$ cat src/rtl/datapath_pkg.sv
// rtl/datapath_pkg.sv - shared widths, shift codes and fetch states for the datapath
//
// Purpose: constants and types shared by the operand-fetch stage, its register
//          file and the downstream shifter.
// Contents:
//   DATA_W        operand/register width
//   NREGS         register count
//   REG_AW        register index width, derived from NREGS
//   shift_op_t    shift code presented to the shifter
//   fetch_state_t operand-fetch sequencer states
package datapath_pkg;

  localparam int DATA_W = 16;
  localparam int NREGS  = 8;
  localparam int REG_AW = $clog2(NREGS);

  typedef enum logic [1:0] {
    SH_NONE = 2'b00,
    SH_LSL  = 2'b01,
    SH_LSR  = 2'b10,
    SH_ASR  = 2'b11
  } shift_op_t;

  typedef enum logic [1:0] {
    IDLE   = 2'd0,
    READ_A = 2'd1,
    READ_B = 2'd2,
    HOLD   = 2'd3
  } fetch_state_t;

endpackage

$ cat src/rtl/operand_fetch_regfile.sv
// rtl/operand_fetch_regfile.sv - NREGS x DATA_W register file, sync write, async read
//
// Purpose: operand storage for the fetch stage; written from the C register.
// Ports:
//   clk      in   rising-edge clock
//   reset    in   synchronous active-high; clears every register, beats a write
//   wr_en    in   write enable
//   wr_num   in   write register index
//   wr_data  in   write data
//   rd_num   in   read register index
//   rd_data  out  combinational read data
module operand_fetch_regfile
  import datapath_pkg::*;
(
  input  logic              clk,
  input  logic              reset,
  input  logic              wr_en,
  input  logic [REG_AW-1:0] wr_num,
  input  logic [DATA_W-1:0] wr_data,
  input  logic [REG_AW-1:0] rd_num,
  output logic [DATA_W-1:0] rd_data
);

  logic [DATA_W-1:0] regs [NREGS];

  always_ff @(posedge clk) begin
    if (reset) begin
      for (int i = 0; i < NREGS; i++) begin
        regs[i] <= '0;
      end
    end else if (wr_en) begin
      regs[wr_num] <= wr_data;
    end
  end

  assign rd_data = regs[rd_num];

endmodule

$ cat src/rtl/operand_fetch.sv
// rtl/operand_fetch.sv - sequenced A/B operand fetch with valid/ready hold toward the shifter
//
// Purpose: on start, reads operand A then operand B from the register file
//          through its single read port, latches them with the shift code and
//          holds them valid until the downstream stage accepts.
// Ports:
//   clk          in   rising-edge clock
//   reset        in   synchronous active-high
//   wr_en        in   writeback enable
//   wr_num       in   writeback register index
//   wr_data      in   writeback data
//   start        in   fetch request, sampled only in IDLE
//   rd_num_a     in   A source register, captured on accepted start
//   rd_num_b     in   B source register, captured on accepted start
//   shift_op_in  in   shift code, captured on accepted start
//   busy         out  sequencer not idle
//   out_valid    out  a_out/b_out/shift_op valid (HOLD)
//   out_ready    in   downstream consumes, sampled only in HOLD
//   a_out        out  latched A operand (to ALU)
//   b_out        out  latched B operand (to shifter shift_in)
//   shift_op     out  latched shift code (to shifter shift_op)
module operand_fetch
  import datapath_pkg::*;
(
  input  logic              clk,
  input  logic              reset,
  input  logic              wr_en,
  input  logic [REG_AW-1:0] wr_num,
  input  logic [DATA_W-1:0] wr_data,
  input  logic              start,
  input  logic [REG_AW-1:0] rd_num_a,
  input  logic [REG_AW-1:0] rd_num_b,
  input  logic [1:0]        shift_op_in,
  output logic              busy,
  output logic              out_valid,
  input  logic              out_ready,
  output logic [DATA_W-1:0] a_out,
  output logic [DATA_W-1:0] b_out,
  output logic [1:0]        shift_op
);

  fetch_state_t      state, next_state;
  logic [REG_AW-1:0] req_a, req_b;
  shift_op_t         req_op;
  logic [REG_AW-1:0] rd_num;
  logic [DATA_W-1:0] rd_data;
  logic [DATA_W-1:0] fetch_data;

  operand_fetch_regfile u_regfile (
    .clk     (clk),
    .reset   (reset),
    .wr_en   (wr_en),
    .wr_num  (wr_num),
    .wr_data (wr_data),
    .rd_num  (rd_num),
    .rd_data (rd_data)
  );

  // The single read port is steered by the sequencer; a write landing on the
  // same edge to the register being read is forwarded so the latch never
  // captures the stale value.
  assign rd_num     = (state == READ_A) ? req_a : req_b;
  assign fetch_data = (wr_en && (wr_num == rd_num)) ? wr_data : rd_data;

  always_ff @(posedge clk) begin
    if (reset) begin
      state <= IDLE;
    end else begin
      state <= next_state;
    end
  end

  always_comb begin
    next_state = state;
    busy       = 1'b1;
    out_valid  = 1'b0;
    unique case (state)
      IDLE: begin
        busy = 1'b0;
        if (start) next_state = READ_A;
      end
      READ_A: next_state = READ_B;
      READ_B: next_state = HOLD;
      HOLD: begin
        out_valid = 1'b1;
        if (out_ready) next_state = IDLE;
      end
      default: next_state = IDLE;
    endcase
  end

  // Request registers load only on an accepted start, so a start pulse seen
  // mid-fetch cannot disturb the operation in flight.
  always_ff @(posedge clk) begin
    if (reset) begin
      req_a  <= '0;
      req_b  <= '0;
      req_op <= SH_NONE;
    end else if (state == IDLE && start) begin
      req_a  <= rd_num_a;
      req_b  <= rd_num_b;
      req_op <= shift_op_t'(shift_op_in);
    end
  end

  // Output latches update only in READ_A/READ_B, which is what keeps them
  // frozen through HOLD and IDLE regardless of later writes.
  always_ff @(posedge clk) begin
    if (reset) begin
      a_out    <= '0;
      b_out    <= '0;
      shift_op <= 2'b00;
    end else if (state == READ_A) begin
      a_out <= fetch_data;
    end else if (state == READ_B) begin
      b_out    <= fetch_data;
      shift_op <= req_op;
    end
  end

endmodule
$ cat config.mk
export PLATFORM = sky130hd
export DESIGN_NAME = operand_fetch
export DESIGN_NICKNAME = d
export VERILOG_FILES = /design/src/rtl/datapath_pkg.sv /design/src/rtl/operand_fetch_regfile.sv /design/src/rtl/operand_fetch.sv
export SDC_FILE = /design/constraint.sdc
export NUM_CORES = 1
export LEC_CHECK = 0
export BUFFER_PORTS_ARGS = -buffer_cell sky130_fd_sc_hd__buf_2
export CAP_MARGIN = 10
export CELL_PAD_IN_SITES_DETAIL_PLACEMENT = 0
export CELL_PAD_IN_SITES_GLOBAL_PLACEMENT = 1
export CORE_ASPECT_RATIO = 0.9
export CORE_MARGIN = 3
export CORE_UTILIZATION = 35
export CTS_BUF_LIST = sky130_fd_sc_hd__clkbuf_4 sky130_fd_sc_hd__clkbuf_8 sky130_fd_sc_hd__clkbuf_16
export CTS_CLUSTER_DIAMETER = 30
export DETAILED_ROUTE_END_ITERATION = 10
export PLACE_DENSITY_LB_ADDON = 0.1
export SLEW_MARGIN = 5
export SYNTH_ARGS = -nofsm -noshare
export SYNTH_HDL_FRONTEND = slang
export SYNTH_SLANG_ARGS = --single-unit
export TNS_END_PERCENT = 30
$ cat constraint.sdc
create_clock -name clk -period 2.26 [get_ports clk]
set_input_delay 0.113 -clock clk [delete_from_list [all_inputs] [get_ports clk]]
set_output_delay 0.113 -clock clk [all_outputs]
set_load 0.05 [all_outputs]
After elaboration in Yosys (flattened, before gate mapping). Memories as Yosys holds them, arrays and structs flattened. Index checks and enable logic that the tools add are counted.

Reduce and logical (&&, ||, !) cells: 6. Equality and inequality tests: 6. Muxes and demuxes: 15. Bitwise gates (word level): 1.

Operators by type and width (number): $mux W16 (2); $reduce_or A16 Y1 (1); $mux W1 (8); $pmux W2 S4 (1); $mux W3 (2); $eq A2 B2 Y1 const B (2); $mux W2 (2); $ne A2 B2 Y1 const B (2); $reduce_and A2 Y1 (2); $eq A3 B3 Y1 (1); $eq A2 B1 Y1 const B (1); $logic_and A1 B1 Y1 (2); $logic_not A2 Y1 (1); $not A1 Y1 (1).

Memory bits (writable): 128. Memories kept: 1. Bits in registers: 44. Word-level logic and storage cells: 36. Output and inout bits: 36. Bits of input ports: 32.

Memory list: u_regfile.regs (words 8, width 16, rd ports 1, clocked after memory_dff 0, wr ports 8, line operand_fetch_regfile.sv:24) `logic [DATA_W-1:0] regs [NREGS];`.

Depth between registers and ports, before layout. Gate-level depths: netlist (run 1).

Word-level depth: 5. Gate-level depth with buffers: 11. Gate-level depth less buffers: 7.

By module. A second synthesis (run 1) with hierarchy kept.

Cell total of the unflattened synthesis: 605. Area, all modules: 7965.1 um^2.

By module, submodules not included: operand_fetch_regfile (instances 1, area an instance 5865.6 um^2, cells an instance 373, sequential area each 3843.7 um^2); operand_fetch (instances 1, area an instance 2099.5 um^2, cells an instance 232, sequential area each 880.8 um^2).

Least setup slack after synthesis (run 1). No wires, ideal clock.

Path kind: input port to flip-flop. Start point: input port reset. End point: memory u_regfile.regs[0][0], enable pin. Setup time: 0.414 ns. Stages on the path: 5. Arrival: 2.044 ns. Setup slack: -0.198 ns. Required time: 1.846 ns. Path buffers: 2. Path through: clkbuf_1 clkinv_1 nand3b_1 clkbuf_1 o31ai_1.

RTL lines: start: declaration (line operand_fetch.sv:26) `input logic reset,`; end: declaration (line operand_fetch_regfile.sv:24).

Worst setup path in the final report (run 1).
Start point: register state[1]. End point: register a_out[13].

Word-level cells in the longest chain between the ends: 5. Elaborated cells on any way between the ends: 6. Classes of those cells: eq/ne (2); mux (2); reduce/logical (1); memory (1).

RTL lines: start: declaration (line operand_fetch.sv:42) `fetch_state_t state, next_state;`; start signal: assignment (line operand_fetch.sv:69) `state <= next_state;`; $eq A2 B1 Y1 (*) (line operand_fetch.sv:62, operand_fetch.sv:113); parallel branches: the longest is 4 deep, another holds $mem_v2 Z8 W16; end signal: assignment (line operand_fetch.sv:114) `a_out <= fetch_data;`; end: declaration (line operand_fetch.sv:37) `output logic [DATA_W-1:0] a_out,`.

Mark *: on every way between the ends. A chain may end at the register's enable or synchronous reset.

==> impl_metrics.csv, run 1 <==
group,metric,value,unit
clocking,clk_transition_reported_paths,0.07,ns
finish,layout_common_cells,"128 x sky130_fd_sc_hd__edfxtp_1, 126 x sky130_fd_sc_hd__nor2_1, 97 x sky130_fd_sc_hd__nor3_1",
synthesis,number_of_enable_flip_flop_cells_after_synthesis,128,
global_route,gr-usage-all-layers,20.9,%
detailed_routing,detailedRoute.firstIterationViolations,862,
synthesis,netlist_instances,897,
pwr,netSwitchingPower,4.79,mW
synthesis,largest_family_of_logic_cells_by_synthesized_area,"simple AND/OR/NAND/NOR gates",
die,initial_core_utilization,35.8,%
synthesis,synth_seq_cells,172,
global_route,grt_overflow_total,0,
finish,mostFrequentLayoutCell,"sky130_fd_sc_hd__edfxtp_1",
synthesis,asyncSetResetFlopFracSynth,0,%
min_path,hold_path_class,"primary input to register",
die,io-pin-count,68,
synthesis,postSynth.topFlopCell,"sky130_fd_sc_hd__edfxtp_1",
setup_path,timing.setup.critical_path_class,"register to register",
die,chipHeight,156,µm
synthesis,synthesis.area,8700,µm²
finish,finish.cell_count_without_fillers,1290,
placed_design,hpwl,18.7,mm
sta,final.min_clock_period,2.24,ns
synthesis,syn-mean-instance-area,9.70,µm²
pwr,post-layout-total-power,11.8,mW
sta,totalNegativeSetupSlack,0,ns
setup_path,setup.worst_path.end_class,"register",
setup_path,critical_path_required,2.55,ns
setup_path,critPathArrivalTime,2.52,ns
detailed_routing,drc,0,
pwr,power_report.internal_total,7.05,mW
run,timing.max_cap.violations,0,
finish,fin_nets,1006,
detailed_routing,route.detailed.vias_per_inst,5.84,
detailed_routing,avgRoutedWirePerCell,21.5,µm
pwr,combinationalPowerShare,41.1,%
sta,hold_viol,0,
sta,rsz0062_at_grt,"yes",
pwr,sequentialPowerShare,33.7,%
setup_path,setup.worst_path.start,"state[1]",
sta,slew_viol_final,0,
sta,setup-violations-final,0,
outcome,outcome,"completed",
sta,final_min_period_over_clock_period,99.0,%
placed_design,portBuffers,67,
die,width_of_the_chip,172,µm
synthesis,synth_warn,0,
setup_path,worst_r2r_src,"state[1]",
clocking,sinks_on_the_clock_net,172,
pwr,peakVddDrop,495,µV
global_route,grt_first_pass_wirelength,42.7,mm
sta,worstMarginPinSlew,0.590,ns
clocking,cts.htree.levels,4,
synthesis,synth_cell_type_count,35,
global_route,grt_pass1_vias,7027,
pwr,p_clk_share,25.2,%
min_path,hold_path.startpoint,"start",
die,fp.dieArea,26800,µm²
global_route,number_of_antenna_violations_at_the_first_check_in_global_routing,0,
synthesis,seq_area_frac_synth,54.3,%
clocking,tritoncts_clock_tree,"yes",
die,fp-row-count,54,
setup_path,startpoint_type,"register",
finish,syn_to_final_growth,20.2,%
synthesis,synthesis.nets,934,
detailed_routing,drt_first_pass_iters,5,
synthesis,synth-compound-area-share,17.7,%
sta,hold-worst-slack,0.0439,ns
clocking,cts-buffers-inserted,17,
global_route,grt_start_max_net_pins,62,
synthesis,synth-adder-area-share,0.719,%
sta,relSlewSlack,60.7,%
synthesis,yosys.area_share.simple,20.5,%
finish,final_layout_size_suffix_gt1_share,19.5,%
sta,finalClockSkew,0.0106,ns
detailed_routing,routed-via-count,7531,
placed_design,post-place-cells,1249,
pwr,pwr_density_cell,1130,nW/µm²
detailed_routing,detailed_route_wire_length,27.7,mm
die,fp.coreArea,24300,µm²
clocking,clock-root-buffer,"sky130_fd_sc_hd__clkbuf_16",
finish,fraction_of_the_core_area_covered_by_cells_at_the_end_of_the_flow,43.0,%
synthesis,post_synth_mux_area_share,0.992,%
sta,max_freq,447,MHz
finish,num_antenna_cells,0,
synthesis,synth_xor_area_share,0.302,%
setup_path,path_max_fanout,32,
pwr,power_leakage,3.51,nW
clocking,cts.path.max_buffers,2,
placed_design,routabilityCongestion,0.833,
pwr,sw_frac_of_total,40.5,%
clocking,worst_skew_pair.late_latency,0.43,ns
detailed_routing,final_antenna_net_count,0,
==> worst max-delay path, stage by stage, from the launching register on <==
cell and delay, ns:
sky130_fd_sc_hd__dfxtp_1 0.36, sky130_fd_sc_hd__inv_2 0.07, sky130_fd_sc_hd__ha_4 0.20, sky130_fd_sc_hd__and2_1 0.19
sky130_fd_sc_hd__buf_12 0.18, sky130_fd_sc_hd__a22oi_1 0.37, sky130_fd_sc_hd__o221ai_1 0.34, sky130_fd_sc_hd__a21oi_2 0.25
sky130_fd_sc_hd__a31oi_1 0.11
==> registers in the layout (all words and copies together) (netlist names) <==
name            cells
state               2
req_a               3
b_out              16
req_b               3
req_op              2
a_out              16
u_regfile.regs    128
shift_op            2
==> routing by layer <==
layer | vias to the layer above | global-route usage [%] | part of all wire [%]
met4 | 0 | 4.33 | 0.71
li1 | 3499 | - | -
met5 | - | 0 | 0
met3 | 17 | 5.52 | 9.2
met2 | 325 | 29.0 | 41
met1 | 3690 | 32.8 | 49
==> area by class of cell <==
cell class                 count  area (µm²)
clock buffer                  20         500
clock inverter                12        96.3
fill                        2350       13900
inverter                      21        78.8
multi-input combinational    610        3580
sequential                   172        4730
tap                          308         385
timing repair buffer         147        1090
==> worst paths after layout <==
| path | slack (ns) | endpoint | depth (start not counted) |
|---|---|---|---|
| setup / recovery | 0.02 | a_out[13] | 8 |
| hold / removal | 0.04 | req_a[0] | 3 |
| setup reg to reg | 0.02 | a_out[13] | 8 |
| hold reg to reg | 0.46 | req_op[1] | 2 |
==> metrics by stage <==
| step | worst slack [ns] | instance area, µm² |
|---|---|---|
| 6_report | 0.0219 | 10500 |
| 3_3_place_gp | 0.0489 | 9730 |
| 4_1_cts | 0.0503 | 10400 |
| 3_5_place_dp | 0.0199 | 9730 |
| 2_1_floorplan | -0.198 | 8700 |
| 5_1_grt | -0.00305 | 10500 |
==> repair_timing <==
item                       in CTS  in global routing
gates cloned                    0                  0
pin swaps                       0                  1
resized for setup               1                  9
buffers inserted                0                  1
hold endpoints to repair        8                  0
setup endpoints to repair       1                 31
hold buffers                    8                  0
==> power groups by stage <==
stage	clock, mW	sequential, mW	combinational [mW]
final	2.98	4.00	4.87
after global routing	3.14	4.05	5.24
after CTS	3.03	3.99	4.75
after detailed placement	0	4.06	4.72
after global placement	0	4.04	4.67
after floorplan	0	4.77	2.39
==> synth_stat cells, drive strengths merged (4+ instances only) <==
master  instances  area share (%)
a21oi          57             3.3
nor4           32             2.3
ha              5            0.72
nand3           9            0.52
edfxtp        128              44
o221ai         30             3.0
a22oi          30             2.6
o21ai          38             2.2
nand2          31             1.3
nand2b         67             4.8
mux2i           6            0.69
buf            16             1.3
clkinv         17            0.73
a311o          32             3.7
a31oi          30             2.2
clkbuf         78             3.4
dfxtp          44              10
nor2          126             5.4
nor3           97             5.6
inv             4            0.17
==> logic make-up (layout without fill, tap and decap cells) <==
group           after synthesis  count (layout)
simple gates                368             368
compound gates              226             226
flops                       172             172
buf+inv                     115             200
mux                           8               8
fa+ha+maj                     5               5
xor+xnor                      3               3
Note: power is estimated with default switching activity, not from simulation.
==> run 2, diff against run 1 <==
==> constraint.sdc (replaced) <==
create_clock -name clk -period 2.26 [get_ports clk]
set_input_delay 0.565 -clock clk [delete_from_list [all_inputs] [get_ports clk]]
set_output_delay 0.565 -clock clk [all_outputs]
set_load 0.05 [all_outputs]
==> run 2 against run 1 <==
Net effect:
- critical path depth stayed put
- global-route usage is 0.53 points lower
- first-iteration DRC count is 21% lower
- highest routed layer unchanged
==> impl_metrics.csv, run 2 (synthesis results as in run 1) <==
group,metric,value,unit
clocking,tritoncts_clock_tree,"yes",
sta,hold-worst-slack,0.389,ns
setup_path,timing.setup.critical_path_class,"register to register",
sta,hold_viol,0,
setup_path,startpoint_type,"register",
pwr,pwr_density_cell,1140,nW/µm²
sta,final.min_clock_period,2.19,ns
clocking,ctsHoldBuffers,0,
setup_path,path_max_fanout,31,
global_route,grt_pass1_vias,6854,
detailed_routing,drt_first_pass_iters,5,
die,initial_core_utilization,35.8,%
setup_path,cpMaxStageDelayCell,"sky130_fd_sc_hd__dfxtp_1",
sta,worstMarginPinSlew,0.468,ns
setup_path,critical_path_required,2.55,ns
sta,finalClockSkew,0.0101,ns
finish,mostFrequentLayoutCell,"sky130_fd_sc_hd__edfxtp_1",
clocking,clk_transition_reported_paths,0.07,ns
placed_design,worst_slack_at_placement,0.0140,ns
clocking,worst_skew_pair.late_latency,0.42,ns
setup_path,path_delay_family,"compound AO/OA/AOI/OAI gates",
detailed_routing,routed-via-count,7355,
die,width_of_the_chip,172,µm
detailed_routing,detailed_route_wire_length,27.2,mm
detailed_routing,met1_length,13.9,mm
die,io-pin-count,68,
detailed_routing,met3RoutedLength,2.53,mm
clocking,clock-root-buffer,"sky130_fd_sc_hd__clkbuf_16",
min_path,hold_path_class,"primary input to register",
placed_design,post-place-cells,1256,
finish,syn_to_final_growth,20.8,%
setup_path,setup.worst_path.end_class,"register",
finish,final_area,10500,µm²
clocking,cts.path.max_buffers,2,
sta,slew_viol_final,0,
die,chipHeight,156,µm
placed_design,hpwl,18.8,mm
finish,final_layout_size_suffix_gt1_share,19.9,%
finish,layout_common_cells,"128 x sky130_fd_sc_hd__edfxtp_1, 126 x sky130_fd_sc_hd__nor2_1, 97 x sky130_fd_sc_hd__nor3_1",
detailed_routing,drc,0,
detailed_routing,detailedRoute.firstIterationViolations,678,
detailed_routing,final_antenna_net_count,0,
placed_design,routabilityCongestion,0.800,
sta,max_freq,457,MHz
detailed_routing,route.detailed.vias_per_inst,5.70,
detailed_routing,avgRoutedWirePerCell,21.1,µm
finish,largestRegisters,"u_regfile.regs: 128 flops, a_out: 16 flops, b_out: 16 flops",
finish,num_antenna_cells,0,
finish,finish.cell_count_without_fillers,1290,
global_route,gr-usage-all-layers,20.4,%
die,fp-row-count,54,
placed_design,placement.cell_area,9850,µm²
detailed_routing,top_layer,"met4",
finish,fillerInstances,2368,
global_route,grt_first_pass_wirelength,41.7,mm
placed_design,portBuffers,67,
die,fp.coreArea,24300,µm²
setup_path,r2r_setup_slack,0.07,ns
finish,fin_nets,1006,
die,fp.dieArea,26800,µm²
outcome,outcome,"completed",
setup_path,critPathArrivalTime,2.48,ns
global_route,grt_overflow_total,0,
finish,top_register,"u_regfile.regs",
sta,totalNegativeSetupSlack,0,ns
clocking,sinks_on_the_clock_net,172,
clocking,cts-buffers-inserted,17,
setup_path,path_cells,"inv_1 -> ha_4 -> and2_1 -> buf_12 -> a22oi_1 -> o221ai_1 -> a21oi_1 -> a31oi_1",
sta,final.setup.worst_slack,0.0732,ns
pwr,power_leakage,3.53,nW
setup_path,critPathBufInv,2,
setup_path,critical-path-max-stage-delay,0.34,ns
run,timing.max_cap.violations,0,
global_route,grt_start_max_net_pins,57,
clocking,cts.htree.levels,4,
pwr,peakVddDrop,461,µV
sta,relSlewSlack,68.8,%
detailed_routing,met2RoutedLength,10.6,mm
sta,final_min_period_over_clock_period,96.8,%
finish,max_ffs_per_register,128,
sta,setup-violations-final,0,
global_route,number_of_antenna_violations_at_the_first_check_in_global_routing,0,
-- run 2: layout make-up --
cell class                 count  area, µm²  area share, %
sequential                   172       4730           45.0
multi-input combinational    610       3570           34.0
timing repair buffer         147       1150           10.9
clock buffer                  19        440           4.19
tap                          308        385           3.66
clock inverter                13        164           1.56
inverter                      21       78.8          0.750
-- run 2: worst paths after layout --
check | endpoint | start | depth (start not counted)
max | a_out[10] | state[1] | 8
min | req_op[0] | shift_op_in[0] | 3
max reg2reg | a_out[10] | state[1] | 8
min reg2reg | req_op[0] | req_op[0] | 2
-- run 2: per-stage QoR --
stage               utilization, %  power (mW)
global placement              40.5        8.71
finish                        43.2        12.0
floorplan                        -        7.15
global route                  43.2        12.6
detailed placement            40.5        8.80
CTS                           43.0        11.9
-- run 2: tightest hold or removal path: cells and delay by family --
family	cells	cell delay (ns)
buf+inv	1	0.10
simple gates	1	0.05
compound gates	1	0.05
-- run 2: power by group --
part	internal [mW]	total [mW]	switching [mW]	leakage, nW
sequential	3.79	3.99	0.198	1.59
clock	1.77	3.07	1.30	0.287
combinational	1.64	4.90	3.26	1.66
-- run 2: timing repair --
item / CTS / global route
buffers inserted: 0 / 2
endpoints found under the setup margin: 4 / 15
pin swaps: 0 / 1
resized for setup: 1 / 7
-- run 2: layer usage --
layer	vias up	GRT usage, %
met3	12	5.75
met4	0	3.23
met5	-	0
met2	287	27.1
met1	3559	33.1
li1	3497	-
